[src/rtl/cpu_types_pkg.sv]
// Shared types for the memory access controller: the data word and its FSM states.
package cpu_types_pkg;

  typedef logic [31:0] word_t;

  typedef enum logic [1:0] {
    IDLE   = 2'd0,
    ACCESS = 2'd1,
    HOLD   = 2'd2
  } mem_state_t;

  localparam word_t SC_PASS = 32'd1;
  localparam word_t SC_FAIL = 32'd0;

endpackage

[src/rtl/mem_access_ctrl_link_register.sv]
// Load-linked reservation: one valid bit plus the linked address.
module link_register
  import cpu_types_pkg::*;
(
  input  logic  CLK,
  input  logic  nRST,
  input  logic  set,
  input  word_t set_addr,
  input  logic  clear,
  input  word_t clear_addr,
  input  word_t match_addr,
  output logic  match
);

  logic  valid;
  word_t link_addr;

  // A store only breaks the reservation when it hits the linked address.
  always_ff @(posedge CLK or negedge nRST) begin
    if (!nRST) begin
      valid     <= 1'b0;
      link_addr <= '0;
    end else if (set) begin
      valid     <= 1'b1;
      link_addr <= set_addr;
    end else if (clear && valid && (link_addr == clear_addr)) begin
      valid <= 1'b0;
    end
  end

  assign match = valid && (link_addr == match_addr);

endmodule

[src/rtl/mem_access_ctrl.sv]
// MEM-stage data cache access controller with stall, done pulse and watchdog.
// Define LLSC_EN to build load-linked / store-conditional support.
module mem_access_ctrl
  import cpu_types_pkg::*;
#(
  parameter int MAX_WAIT = 255
)
(
  input  logic  CLK,
  input  logic  nRST,
  input  logic  dREN_in,
  input  logic  dWEN_in,
  input  logic  ll_in,
  input  logic  sc_in,
  input  word_t addr_in,
  input  word_t store_in,
  input  logic  dhit,
  input  word_t dmemload,
  output logic  dmemREN,
  output logic  dmemWEN,
  output word_t dmemaddr,
  output word_t dmemstore,
  output word_t load_data,
  output logic  mem_stall,
  output logic  mem_done,
  output logic  timeout_err
);

  localparam int CW = (MAX_WAIT < 1) ? 1 : $clog2(MAX_WAIT + 1);
  localparam logic [CW-1:0] WAIT_LIMIT = CW'(MAX_WAIT);

  mem_state_t    state;
  word_t         lat_addr;
  word_t         lat_data;
  logic          op_write;
  logic          op_sc;
  logic          op_ll;
  logic [CW-1:0] wait_cnt;
  logic [CW-1:0] wait_next;
  logic          req;
  logic          in_access;
  logic          sc_fail;

  assign req       = dREN_in | dWEN_in;
  assign in_access = (state == ACCESS);
  assign wait_next = wait_cnt + 1'b1;

`ifdef LLSC_EN
  logic link_match;

  link_register u_link (
    .CLK        (CLK),
    .nRST       (nRST),
    .set        (in_access && dhit && !op_write && op_ll),
    .set_addr   (lat_addr),
    .clear      (in_access && dhit && op_write),
    .clear_addr (lat_addr),
    .match_addr (addr_in),
    .match      (link_match)
  );

  // A failed SC never reaches the cache; it retires straight through HOLD.
  assign sc_fail = (state == IDLE) && dWEN_in && sc_in && !link_match;
`else
  logic unused_ll;
  assign unused_ll = op_ll;
  assign sc_fail   = 1'b0;
`endif

  always_ff @(posedge CLK or negedge nRST) begin
    if (!nRST) begin
      state       <= IDLE;
      lat_addr    <= '0;
      lat_data    <= '0;
      op_write    <= 1'b0;
      op_sc       <= 1'b0;
      op_ll       <= 1'b0;
      wait_cnt    <= '0;
      load_data   <= '0;
      timeout_err <= 1'b0;
    end else begin
      case (state)
        IDLE: begin
          if (req) begin
            lat_addr <= addr_in;
            lat_data <= store_in;
            op_write <= dWEN_in;
            op_sc    <= dWEN_in & sc_in;
            op_ll    <= ~dWEN_in & ll_in;
            wait_cnt <= '0;
            if (sc_fail) begin
              load_data <= SC_FAIL;
              state     <= HOLD;
            end else begin
              state <= ACCESS;
            end
          end
        end
        ACCESS: begin
          if (dhit) begin
            if (!op_write) begin
              load_data <= dmemload;
            end else if (op_sc) begin
              load_data <= SC_PASS;
            end
            state <= HOLD;
          end else if (wait_cnt != WAIT_LIMIT) begin
            wait_cnt <= wait_next;
            if (wait_next == WAIT_LIMIT) begin
              timeout_err <= 1'b1;
            end
          end
        end
        HOLD: begin
          state <= IDLE;
        end
        default: begin
          state <= IDLE;
        end
      endcase
    end
  end

  // Stall covers the accepting IDLE cycle so the pipeline cannot slip past the access.
  assign mem_stall = nRST && (in_access || ((state == IDLE) && req));
  assign mem_done  = (state == HOLD);
  assign dmemREN   = in_access && !op_write;
  assign dmemWEN   = in_access && op_write;
  assign dmemaddr  = lat_addr;
  assign dmemstore = lat_data;

endmodule

[config.mk]
export PLATFORM = sky130hd
export DESIGN_NAME = mem_access_ctrl
export DESIGN_NICKNAME = d
export VERILOG_FILES = /design/src/rtl/cpu_types_pkg.sv /design/src/rtl/mem_access_ctrl_link_register.sv /design/src/rtl/mem_access_ctrl.sv
export SDC_FILE = /design/constraint.sdc
export NUM_CORES = 1
export LEC_CHECK = 0
export ABC_AREA = 1
export CORE_AREA = 2 2 86 149
export DETAILED_ROUTE_END_ITERATION = 7
export DIE_AREA = 0 0 88 151
export PLACE_DENSITY = 0.69
export SLEW_MARGIN = 0
export SYNTH_ARGS = -nofsm -noshare
export SYNTH_HDL_FRONTEND = slang
export SYNTH_HIERARCHICAL = 1
export SYNTH_SLANG_ARGS = --single-unit
[constraint.sdc]
create_clock -name CLK -period 2 [get_ports CLK]
set_clock_uncertainty 0.1 [all_clocks]
set_input_delay 0.4 -clock CLK [delete_from_list [all_inputs] [get_ports CLK]]
set_output_delay 0.4 -clock CLK [all_outputs]
set_load 0.02 [all_outputs]
## Word level (Yosys, flattened, before mapping)

Index checks and enable logic that the tools add are counted.

- Add/subtract/negate cells: 1
- Eq/ne operators: 9
- Multiplexer cells: 9
- Bitwise operators: 3
- Reduce and logical (&&, ||, !) cells: 13

Operators by type and width:

| operator | number |
|---|---|
| $mux 32 | 2 |
| $mux 8 | 3 |
| $pmux 8 s2 | 1 |
| $add 8x1->8 const B | 1 |
| $eq 8x8->1 const B | 1 |
| $ne 8x8->1 const B | 1 |
| $reduce_and 4->1 | 2 |
| $ne 2x2->1 const B | 3 |
| $logic_and 1x1->1 | 4 |
| $mux 2 | 2 |
| $ne 2x1->1 const B | 2 |
| $pmux 2 s2 | 1 |
| $reduce_and 2->1 | 2 |
| $reduce_and 3->1 | 1 |
| $eq 2x1->1 const B | 1 |
| $eq 2x2->1 const B | 1 |
| $logic_not 2->1 | 1 |
| $reduce_bool 2->1 | 1 |
| $and 1x1->1 | 1 |
| $logic_not 1->1 | 1 |
| $logic_or 1x1->1 | 1 |
| $not 1->1 | 1 |
| $or 1x1->1 | 1 |

- Register bits: 109
- Input bits: 103
- Output and inout bits: 101
- Logic and storage cells: 43

## Logic depth before layout (Yosys ltp)

Gate-level depths: netlist (run 1).

- Depth after elaboration: 4
- Depth in mapped cells: 10
- Mapped depth without buffers: 10

## Worst setup path after synthesis (run 1)

Ideal clock, no wire load.

- Path kind: flip-flop to output port
- From: reg state[0]
- To: out mem_stall
- Arrival time: 1.359 ns
- Data required time: 1.500 ns
- Slack: 0.141 ns
- Cell stages (with the launch flop): 5
- Path buffers: 1
- Cell sequence: dfrtp_1 nor2_2 o21ai_4 buf_6 a21boi_0

- Longest elaborated chain between the ends: 4
- Elaborated cells on any way between the ends: 5
- Classes of those cells: eq/ne: 1; reduce/logical: 4

Ends and longest elaborated chain:

| what | RTL line | source |
|---|---|---|
| start, declared | mem_access_ctrl.sv:32 | `mem_state_t state;` |
| start signal, assigned | mem_access_ctrl.sv:72 | `state <= IDLE;` |
| start signal, assigned | mem_access_ctrl.sv:93 | `state <= HOLD;` |
| start signal, assigned | mem_access_ctrl.sv:95 | `state <= ACCESS;` |
| $logic_not 2->1 | mem_access_ctrl.sv:125 | `assign mem_stall = nRST && (in_access \|\| ((state == IDLE) && req));` |
| $logic_and 1x1->1 | mem_access_ctrl.sv:125 |  |
| $logic_or 1x1->1 * | mem_access_ctrl.sv:125 |  |
| $logic_and 1x1->1 * | mem_access_ctrl.sv:125 |  |
| end, declared | mem_access_ctrl.sv:24 | `output logic mem_stall,` |

Mark *: on every way between the ends. The rest lies on a longest branch, timed or not.

## Worst setup path after layout (run 1)

- From: reg state[1]
- To: out dmemWEN

- Longest elaborated chain between the ends: 2

Ends and longest elaborated chain:

| what | RTL line | source |
|---|---|---|
| $eq 2x1->1 | mem_access_ctrl.sv:45 | `assign in_access = (state == ACCESS);` |
| $logic_and 1x1->1 | mem_access_ctrl.sv:128 | `assign dmemWEN = in_access && op_write;` |
| end, declared | mem_access_ctrl.sv:20 | `output logic dmemWEN,` |

Every way passes these cells.

==> results of run 1 <==
flip-flops by register name, summed over array words and instances, names as in the netlist:
signal,flops
dmemaddr,32
timeout_err,1
load_data,32
dmemstore,32
op_write,1
wait_cnt,8
state,2
op_sc,1
worst max-delay path by stage:
| stage | startpoint | end | slack [ns] | cells after the start |
|---|---|---|---|---|
| finish | state[1] | dmemWEN | 0.08 | 4 |
| floorplan | state[0] | mem_stall | 0.14 | 4 |
| global placement | dWEN_in | wait_cnt[7] | -0.35 | 8 |
| detailed placement | dWEN_in | wait_cnt[2] | -0.39 | 8 |
| global route | state[1] | dmemREN | 0.0002 | 4 |
| CTS | state[1] | mem_stall | -0.02 | 4 |
layout make-up:
| class | count | area [um2] |
|---|---|---|
| well taps | 165 | 206.4 |
| clock inverters | 6 | 71.32 |
| repair buffers | 212 | 2142 |
| clock buffers | 10 | 229.0 |
| multi-input cells | 303 | 1436 |
| inverters | 14 | 52.55 |
| fillers | 1101 | 5137 |
| flip-flops and latches | 109 | 2728 |
worst register-to-register path: stages, from the launching register on:
cell and delay [ns]:
dfrtp_1 0.41, nor2_4 0.06, o21ai_4 0.06, buf_6 0.43, inv_2 0.13, buf_12 0.21, nand2_1 0.12, nand2_1 0.05
per-layer routing:
metal	wire [um]	global-route usage [%]	part of all wire (%)	vias to the layer above
met5	0	0	0	-
met4	396	8.385	3.2	0
met3	599	3.542	4.9	24
met2	6561	32.77	54	139
met1	4663	21.43	38	1769
li1	-	-	-	1813
power breakdown:
group | switching [uW] | total (uW) | internal [uW]
Clock | 817 | 1800 | 986
Combinational | 2960 | 5520 | 2560
Sequential | 546 | 3720 | 3170
cells by family after synthesis:
| kind of cell | after synthesis |
|---|---|
| and+or+nand+nor | 256 |
| DFF | 109 |
| AOI/OAI and AO/OA | 43 |
| buffers and inverters | 35 |
| xor gates and xnor gates | 2 |
| adders and majority gates | 2 |
repair_timing:
item                                    in CTS  in global routing
resized for setup                            9                  4
endpoints found under the setup margin      14                  3
setup buffers                                0                  0
through the flow:
stage | TNS (ns) | util, %
2_1_floorplan | 0 | -
3_3_place_gp | -21.56 | 54.68
3_5_place_dp | -25.28 | 54.68
4_1_cts | -0.01872 | 57.23
5_1_grt | 0 | 57.20
6_report | 0 | 57.20
cell usage in the layout (no fill, tap or decap):
cell type,Yosys,routed
clkinv_4,0,1
nand3_1,8,8
clkbuf_16,0,9
clkbuf_1,1,1
inv_2,2,2
inv_1,12,12
clkdlybuf4s15_1,0,2
clkinv_2,0,1
nand3b_1,1,1
nand2_2,1,1
buf_2,6,1
a21boi_1,0,1
nor2_8,1,1
nor2_1,12,12
o21ai_2,5,5
clkinvlp_4,0,1
ha_1,2,2
nor2_4,0,1
inv_8,0,1
inv_6,0,1
buf_12,0,4
dfrtp_1,109,109
a22o_1,31,31
buf_6,5,1
clkdlybuf4s50_1,0,197
o21ai_0,2,2
buf_4,9,6
nand2_1,229,229
dlygate4sd2_1,0,1
xor2_1,1,1
nand2_4,1,1
xnor2_1,1,1
o21ai_4,2,2
bufinv_16,0,1
o21bai_1,2,2
nand4_1,2,2
==> flow_summary.json, run 1 <==
{
  "wl_per_cell_um": 14.92,
  "synthesis.area_um2": 4369,
  "cap_viol_max_count": 0,
  "cp.buffers_inverters": 2,
  "reg2regPathDepth": 7,
  "overflow": 0,
  "leakage_uw": 0.003271,
  "grt_use_total_pct": 18.59,
  "muxShareOfSynthArea_pct": 0,
  "drc": 0,
  "clkSinkCount": 109,
  "grt_pass1_vias": 3819,
  "grt_pass1_wl_mm": 19.06,
  "drt_iter0_drc": 184,
  "antenna_found_initial": 0,
  "ys_types": 25,
  "async_flop_share_pct": 100.0,
  "synth_ff_type": "dfrtp_1",
  "cp.arrival_ns": 1.42,
  "crit_slowest_cell": "dfrtp_1",
  "instances_no_fill": 819,
  "die-area_um2": 13290,
  "yosys-top-cells-area": "dfrtp_1, nand2_1, a22o_1",
  "synth_xor_area_share_pct": 0.4009,
  "finalCritPeriodShare_pct": 96.08,
  "synthCells": 447,
  "dp_hpwl_mm": 8.924,
  "path_max_fanout": 6,
  "antenna_cells": 0,
  "placementRows": 53,
  "die_y_um": 151,
  "worstReg2RegEnd": "dmemaddr[4]",
  "ys_warn_count": 6,
  "initial_utilization_pct": 36.40,
  "slew_viol_final": 0,
  "dp_worst_setup_slack_ns": -0.3904,
  "cp_top_family": "buffers and inverters",
  "drt-pass1-iter-count": 4,
  "avgSynthCellArea_um2": 9.774,
  "place_inst": 803,
  "core_um2": 12000,
  "synth_edf_count": 0,
  "ir_drop_mv": 1.004,
  "critPathMaxStageDelay_ns": 0.42,
  "start_kind": "flop",
  "tightestPinTransition_ns": 0.8363,
  "max-slew-margin-rel_pct": 44.03,
  "htree_num_levels": 3,
  "synth-seq-cells": 109,
  "synth_simple_gate_area_share_pct": 23.08,
  "wl_mm": 12.22,
  "clk_latency_ns": 0.34,
  "synthToLayoutAreaGrowth_pct": 57.13,
  "yosysMostFrequentCell": "nand2_1",
  "fin_crit_ns": 1.922,
  "grt_max_degree": 110,
  "numCtsBuffers": 9,
  "synth_compound_area_share_pct": 8.706,
  "hold_ws_ns": 0.06675,
  "p_per_area_nw_per_um2": 1608,
  "finalPower_uw": 11040,
  "synth.top_cell.area_share_pct": 62.43,
  "path_cells": "inv_1, nand2_4, nor2_1, clkdlybuf4s15_1",
  "min_path_type": "input port to async pin",
  "synth_fa_ha_area_share_pct": 0.5727,
  "hold_viol_final": 0,
  "rrSetupSlack_ns": 0.33,
  "ant_nets": 0,
  "netlist_top_cells_count": "nand2_1, dfrtp_1, a22o_1",
  "ys_seq_area_share_pct": 62.43,
  "synth_top_cell_by_area": "dfrtp_1",
  "ios": 204,
  "crit_path_end_kind": "output port",
  "critPathKind": "flop to output port",
  "hold_buffers": 0,
  "tritoncts": "yes",
  "dpl_cell_area_um2": 6563,
  "reg2reg_from": "state[1]",
  "via_per_inst": 4.573,
  "clk_pin_slew_worst_paths_ns": 0.07,
  "gp_congestion": 0.7511,
  "fmax_ghz": 0.5204,
  "clockBufferDepth": 2,
  "cp_data_required_time_ns": 1.50,
  "syn-num-nets": 552,
  "cts-root-buf": "clkbuf_16",
  "fin_ws_ns": 0.07830,
  "routed-via-count": 3745,
  "portBuffers": 202,
  "rsz0062_at_grt": "no",
  "design_area_um2": 6865,
  "drive_gt1_share_pct": 6.116,
  "chipWidth_um": 88,
  "setup_violations": 0,
  "status": "finished, final reports clean",
  "synth_top_family_by_area": "simple AND/OR/NAND/NOR gates",
  "fin_nets": 754
}
(Power assumes the default switching activity.)
==> inputs of run 2 (changes only) <==
--- a/config.mk
+++ b/config.mk
@@ -9,7 +9,8 @@
 export CORE_AREA = 2 2 86 149
 export DETAILED_ROUTE_END_ITERATION = 7
 export DIE_AREA = 0 0 88 151
-export PLACE_DENSITY = 0.69
+export DONT_BUFFER_PORTS = 1
+export PLACE_DENSITY = 0.47
 export SLEW_MARGIN = 0
 export SYNTH_ARGS = -nofsm -noshare
 export SYNTH_HDL_FRONTEND = slang
==> flow_summary.json, run 2 (same netlist as run 1, synthesis figures left out) <==
{
  "placementRows": 53,
  "hold_viol_final": 109,
  "p_per_area_nw_per_um2": 1870,
  "cts_setup_buffers": 0,
  "die-area_um2": 13290,
  "gp_congestion": 0.8243,
  "slew_viol_final": 0,
  "fmax_ghz": 0.5241,
  "chipWidth_um": 88,
  "grt_use_total_pct": 15.11,
  "violations": "hold timing",
  "crit_slowest_cell": "dfrtp_2",
  "core_um2": 12000,
  "hold_ws_ns": -0.3552,
  "overflow": 0,
  "fin_tns_setup_ns": 0,
  "die_y_um": 151,
  "max-slew-margin-rel_pct": 43.81,
  "wl_per_cell_um": 16.74,
  "ant_nets": 0,
  "antenna_cells": 0,
  "status": "finished with violations",
  "ios": 204,
  "drive_gt1_share_pct": 7.623,
  "synthToLayoutAreaGrowth_pct": 9.507,
  "rsz0062_at_grt": "no",
  "wl_mm": 10.23,
  "drt_iter0_drc": 132,
  "clk_latency_ns": 0.34,
  "grt_pass1_wl_mm": 15.41,
  "cap_viol_max_count": 0,
  "drt-pass1-iter-count": 4,
  "htree_num_levels": 3,
  "finalCritPeriodShare_pct": 95.40,
  "dp_hpwl_mm": 7.040,
  "cp_data_required_time_ns": 1.50,
  "tritoncts": "yes",
  "tightestPinTransition_ns": 0.8397,
  "final_common_cell": "nand2_1",
  "grt_max_degree": 111,
  "drc": 0,
  "via_per_inst": 4.735,
  "clkSinkCount": 109,
  "min_path_type": "input port to async pin",
  "start_kind": "flop",
  "final_cell_mix": "nand2_1, dfrtp_1, a22o_1",
  "clk_pin_slew_worst_paths_ns": 0.08,
  "fin_crit_ns": 1.908,
  "numCtsBuffers": 9,
  "leakage_uw": 0.002457,
  "initial_utilization_pct": 36.40,
  "fin_nets": 546,
  "ir_drop_mv": 1.150,
  "clockBufferDepth": 2,
  "critPathMaxStageDelay_ns": 0.46,
  "cp.arrival_ns": 1.41,
  "setup_violations": 0,
  "path_max_fanout": 6,
  "path_cells": "nor2_4, o21ai_4, a21boi_0, buf_4",
  "cts-root-buf": "clkbuf_16",
  "critPathKind": "flop to output port",
  "antenna_found_initial": 0,
  "grt_pass1_vias": 2919,
  "routed-via-count": 2893,
  "portBuffers": 0,
  "crit_path_end_kind": "output port"
}
## run 2: what timing repair did
item,in CTS,in global routing
resized for setup,0,2
setup endpoints to repair,0,1
hold endpoints to repair,109,109
## run 2: power by group
part | internal, uW | switching [uW] | total (uW)
registers | 3170 | 1900 | 5070
clock network | 1050 | 809 | 1860
logic | 778 | 1240 | 2020
total | 5000 | 3940 | 8950
## run 2: cell type report
class,count,area (um2)
clock buffer,11,252.7
clock inverter,5,65.06
fill,1181,7218
inverter,14,52.55
multi-input combinational,303,1436
sequential,109,2729
tap,165,206.4
timing repair buffer,4,42.54
## run 2: path summary, 6_finish.rpt
kind / from / end / slack (ns) / cells after the start
max: state[0] / mem_stall / 0.09 / 4
min: nRST / dmemstore[4] / -0.36 / 0
max reg2reg: state[1] / load_data[27] / 0.32 / 6
min reg2reg: wait_cnt[6] / wait_cnt[6] / 0.41 / 2
max in group asynchronous: nRST / dmemaddr[20] / 1.93 / 0
min in group CLK: dhit / state[0] / 0.05 / 1
## run 2: stage by stage
step           instance area, um2  setup slack [ns]  utilization [%]  power (uW)  cells
2_1_floorplan                4369            0.1411                -        6647    447
3_3_place_gp                 4461            0.3325            37.16        7127    595
3_5_place_dp                 4461            0.3126            37.16        7182    595
4_1_cts                      4778           0.01275            39.81        9095    611
5_1_grt                      4785           0.01469            39.86        9565    611
6_report                     4785           0.09208            39.86        8946    611
## run 2: per-layer routing
layer,vias up,share of wire [%],track usage (%)
li1,1399,-,-
met1,1377,38,17.99
met2,111,53,25.83
met3,6,7.7,4.523
met4,0,1.1,4.846
met5,-,0,0
## run 2: worst max-delay path: cells and delay by family, from the launching register on
family / cells / cell delay, ns
buffers and inverters: 1 / 0.17
AOI/OAI and AO/OA: 2 / 0.28
DFF: 1 / 0.46
and+or+nand+nor: 1 / 0.16
==> inputs of run 3 (changes only) <==
--- a/config.mk
+++ b/config.mk
@@ -5,13 +5,11 @@
 export SDC_FILE = /design/constraint.sdc
 export NUM_CORES = 1
 export LEC_CHECK = 0
-export ABC_AREA = 1
 export CORE_AREA = 2 2 86 149
 export DETAILED_ROUTE_END_ITERATION = 7
 export DIE_AREA = 0 0 88 151
 export DONT_BUFFER_PORTS = 1
 export PLACE_DENSITY = 0.47
-export SLEW_MARGIN = 0
 export SYNTH_ARGS = -nofsm -noshare
 export SYNTH_HDL_FRONTEND = slang
 export SYNTH_HIERARCHICAL = 1
==> constraint.sdc (replaced) <==
create_clock -name CLK -period 2 [get_ports CLK]
set_clock_uncertainty 0.1 [all_clocks]
set_input_delay 0.4 -clock CLK [delete_from_list [all_inputs] [get_ports CLK]]
set_output_delay 0.4 -clock CLK [all_outputs]
set_load 0.005 [all_outputs]
==> flow_summary.json, run 3 <==
{
  "instances_no_fill": 481,
  "initial_utilization_pct": 36.31,
  "start_kind": "flop",
  "place_inst": 464,
  "max-slew-margin-rel_pct": 73.96,
  "chipWidth_um": 88,
  "crit_slowest_cell": "dfrtp_2",
  "via_per_inst": 5.229,
  "ys_warn_count": 6,
  "crit_cells": 4,
  "crit_start": "state[0]",
  "rrSetupSlack_ns": 0.20,
  "path_max_fanout": 7,
  "fmax_ghz": 0.5414,
  "leakage_uw": 0.002139,
  "yosysMostFrequentCell": "dfrtp_1",
  "critPathMaxStageDelay_ns": 0.45,
  "worstReg2RegEnd": "timeout_err",
  "die_y_um": 151,
  "cp.buffers_inverters": 1,
  "synthToLayoutAreaGrowth_pct": 13.44,
  "antenna_found_initial": 1,
  "die-area_um2": 13290,
  "fin_crit_ns": 1.847,
  "clkSinkCount": 109,
  "drt-pass1-iter-count": 4,
  "clockBufferDepth": 2,
  "grt_max_degree": 111,
  "numCtsBuffers": 9,
  "core_um2": 12000,
  "drc": 0,
  "routed-via-count": 2515,
  "p_per_area_nw_per_um2": 1505,
  "hold_viol_final": 109,
  "setup_violations": 0,
  "violations": "hold timing",
  "drt_iter0_drc": 60,
  "fin_nets": 415,
  "overflow": 0,
  "synthesis.area_um2": 4358,
  "wl_per_cell_um": 20.30,
  "cts_setup_buffers": 0,
  "synthCells": 298,
  "ys_seq_area_share_pct": 62.59,
  "netlist_top_cells_count": "dfrtp_1, mux2_2, a22o_1",
  "cp-endpoint": "mem_stall",
  "rsz0062_at_grt": "no",
  "tritoncts": "yes",
  "drive_gt1_share_pct": 34.60,
  "synth.top_cell.area_share_pct": 62.59,
  "fin_ws_ns": 0.1530,
  "placementRows": 53,
  "ant_nets": 0,
  "ys_types": 44,
  "avgSynthCellArea_um2": 14.62,
  "fin_util_pct": 41.19,
  "critPathKind": "flop to output port",
  "finalCritPeriodShare_pct": 92.35,
  "clk_pin_slew_worst_paths_ns": 0.07,
  "grt_pass1_wl_mm": 14.49,
  "synth_top_cell_by_area": "dfrtp_1",
  "path_cells": "nor2_2, buf_4, o21ai_0, a21boi_1",
  "wl_mm": 9.766,
  "reg2reg_from": "wait_cnt[4]",
  "final_cell_mix": "dfrtp_1, mux2_2, a22o_1",
  "min_path_type": "input port to async pin",
  "clk_latency_ns": 0.33,
  "dp_worst_setup_slack_ns": 0.2041,
  "slew_viol_final": 0,
  "portBuffers": 0,
  "fin_tns_setup_ns": 0,
  "grt_use_total_pct": 14.54,
  "async_flop_share_pct": 100.0,
  "cp_top_family": "flip-flops",
  "synth_edf_count": 0,
  "status": "finished with violations",
  "hold_ws_ns": -0.3499,
  "dp_hpwl_mm": 7.178,
  "grt_pass1_vias": 2640,
  "ios": 204,
  "synth_ff_type": "dfrtp_1",
  "gp_congestion": 0.7399,
  "final_common_cell": "dfrtp_1",
  "reg2regPathDepth": 5,
  "yosys-top-cells-area": "dfrtp_1, mux2_2, a22o_1",
  "htree_num_levels": 3,
  "syn-num-nets": 403,
  "crit_path_end_kind": "output port",
  "cap_viol_max_count": 0,
  "ir_drop_mv": 0.4610,
  "tightestPinTransition_ns": 0.3893,
  "synth-seq-cells": 109,
  "cp.arrival_ns": 1.35,
  "cts-root-buf": "clkbuf_16",
  "cp_data_required_time_ns": 1.50
}
run 3: changes by cell type after synthesis, sizes merged, moves of 3 or more:
| cell | change |
|---|---|
| a21oi | +5 |
| nor3 | +4 |
| inv | -9 |
| nand3 | -4 |
| nand2 | -227 |
| buf | -7 |
| mux2 | +64 |
| nor2 | -10 |
| clkbuf | +3 |
| o31ai | +9 |
run 3: report_power, final:
part,internal [uW],total [uW],leakage [uW],switching (uW)
Combinational,1030,1690,0.000669,662
Clock,968,1770,0.000152,799
Sequential,3180,3980,0.00132,804
Total,5170,7440,0.00214,2270
run 3: what timing repair did:
| item | CTS | global route |
|---|---|---|
| setup endpoints to repair | 0 | 1 |
| gates resized for setup | 0 | 3 |
| hold endpoints to repair | 109 | 109 |
run 3: per-layer routing:
metal	vias to the layer above	track usage (%)	share of wire [%]
li1	1121	-	-
met1	1278	16.02	36
met2	103	25.68	57
met3	13	3.433	5.1
met4	0	7.077	2.6
met5	-	0	0
run 3: final cells by class:
type	count	area (um2)
fill	1135	7059
multi-input combinational	167	1510
inverter	5	18.77
antenna	1	2.502
timing repair buffer	18	172.7
clock inverter	4	37.54
tap	165	206.4
sequential	109	2729
clock buffer	12	266.5
run 3: cells by family after synthesis:
| family | Yosys count | synth area share, % |
|---|---|---|
| DFF | 109 | 62.59 |
| AOI/OAI and AO/OA | 67 | 12.60 |
| muxes | 64 | 16.54 |
| and+or+nand+nor | 33 | 4.594 |
| buffers and inverters | 22 | 2.900 |
| adders and majority gates | 2 | 0.5741 |
| xor gates and xnor gates | 1 | 0.2010 |
run 3: worst min-delay path by stage:
stage / to / from / slack [ns] / depth (start not counted)
after floorplan: dmemaddr[0] / nRST / 0.004 / 0
after global placement: dmemstore[3] / nRST / 0.007 / 0
after detailed placement: dmemstore[3] / nRST / 0.007 / 0
after CTS: dmemstore[3] / nRST / -0.37 / 0
after global routing: dmemstore[3] / nRST / -0.38 / 0
final: dmemstore[3] / nRST / -0.35 / 0
run 3: per-stage QoR:
step	area (um2)	power [uW]
final	4943	7440
after global routing	4943	7920
after global placement	4633	5715
after detailed placement	4633	5769
after CTS	4937	7575
after floorplan	4358	5179
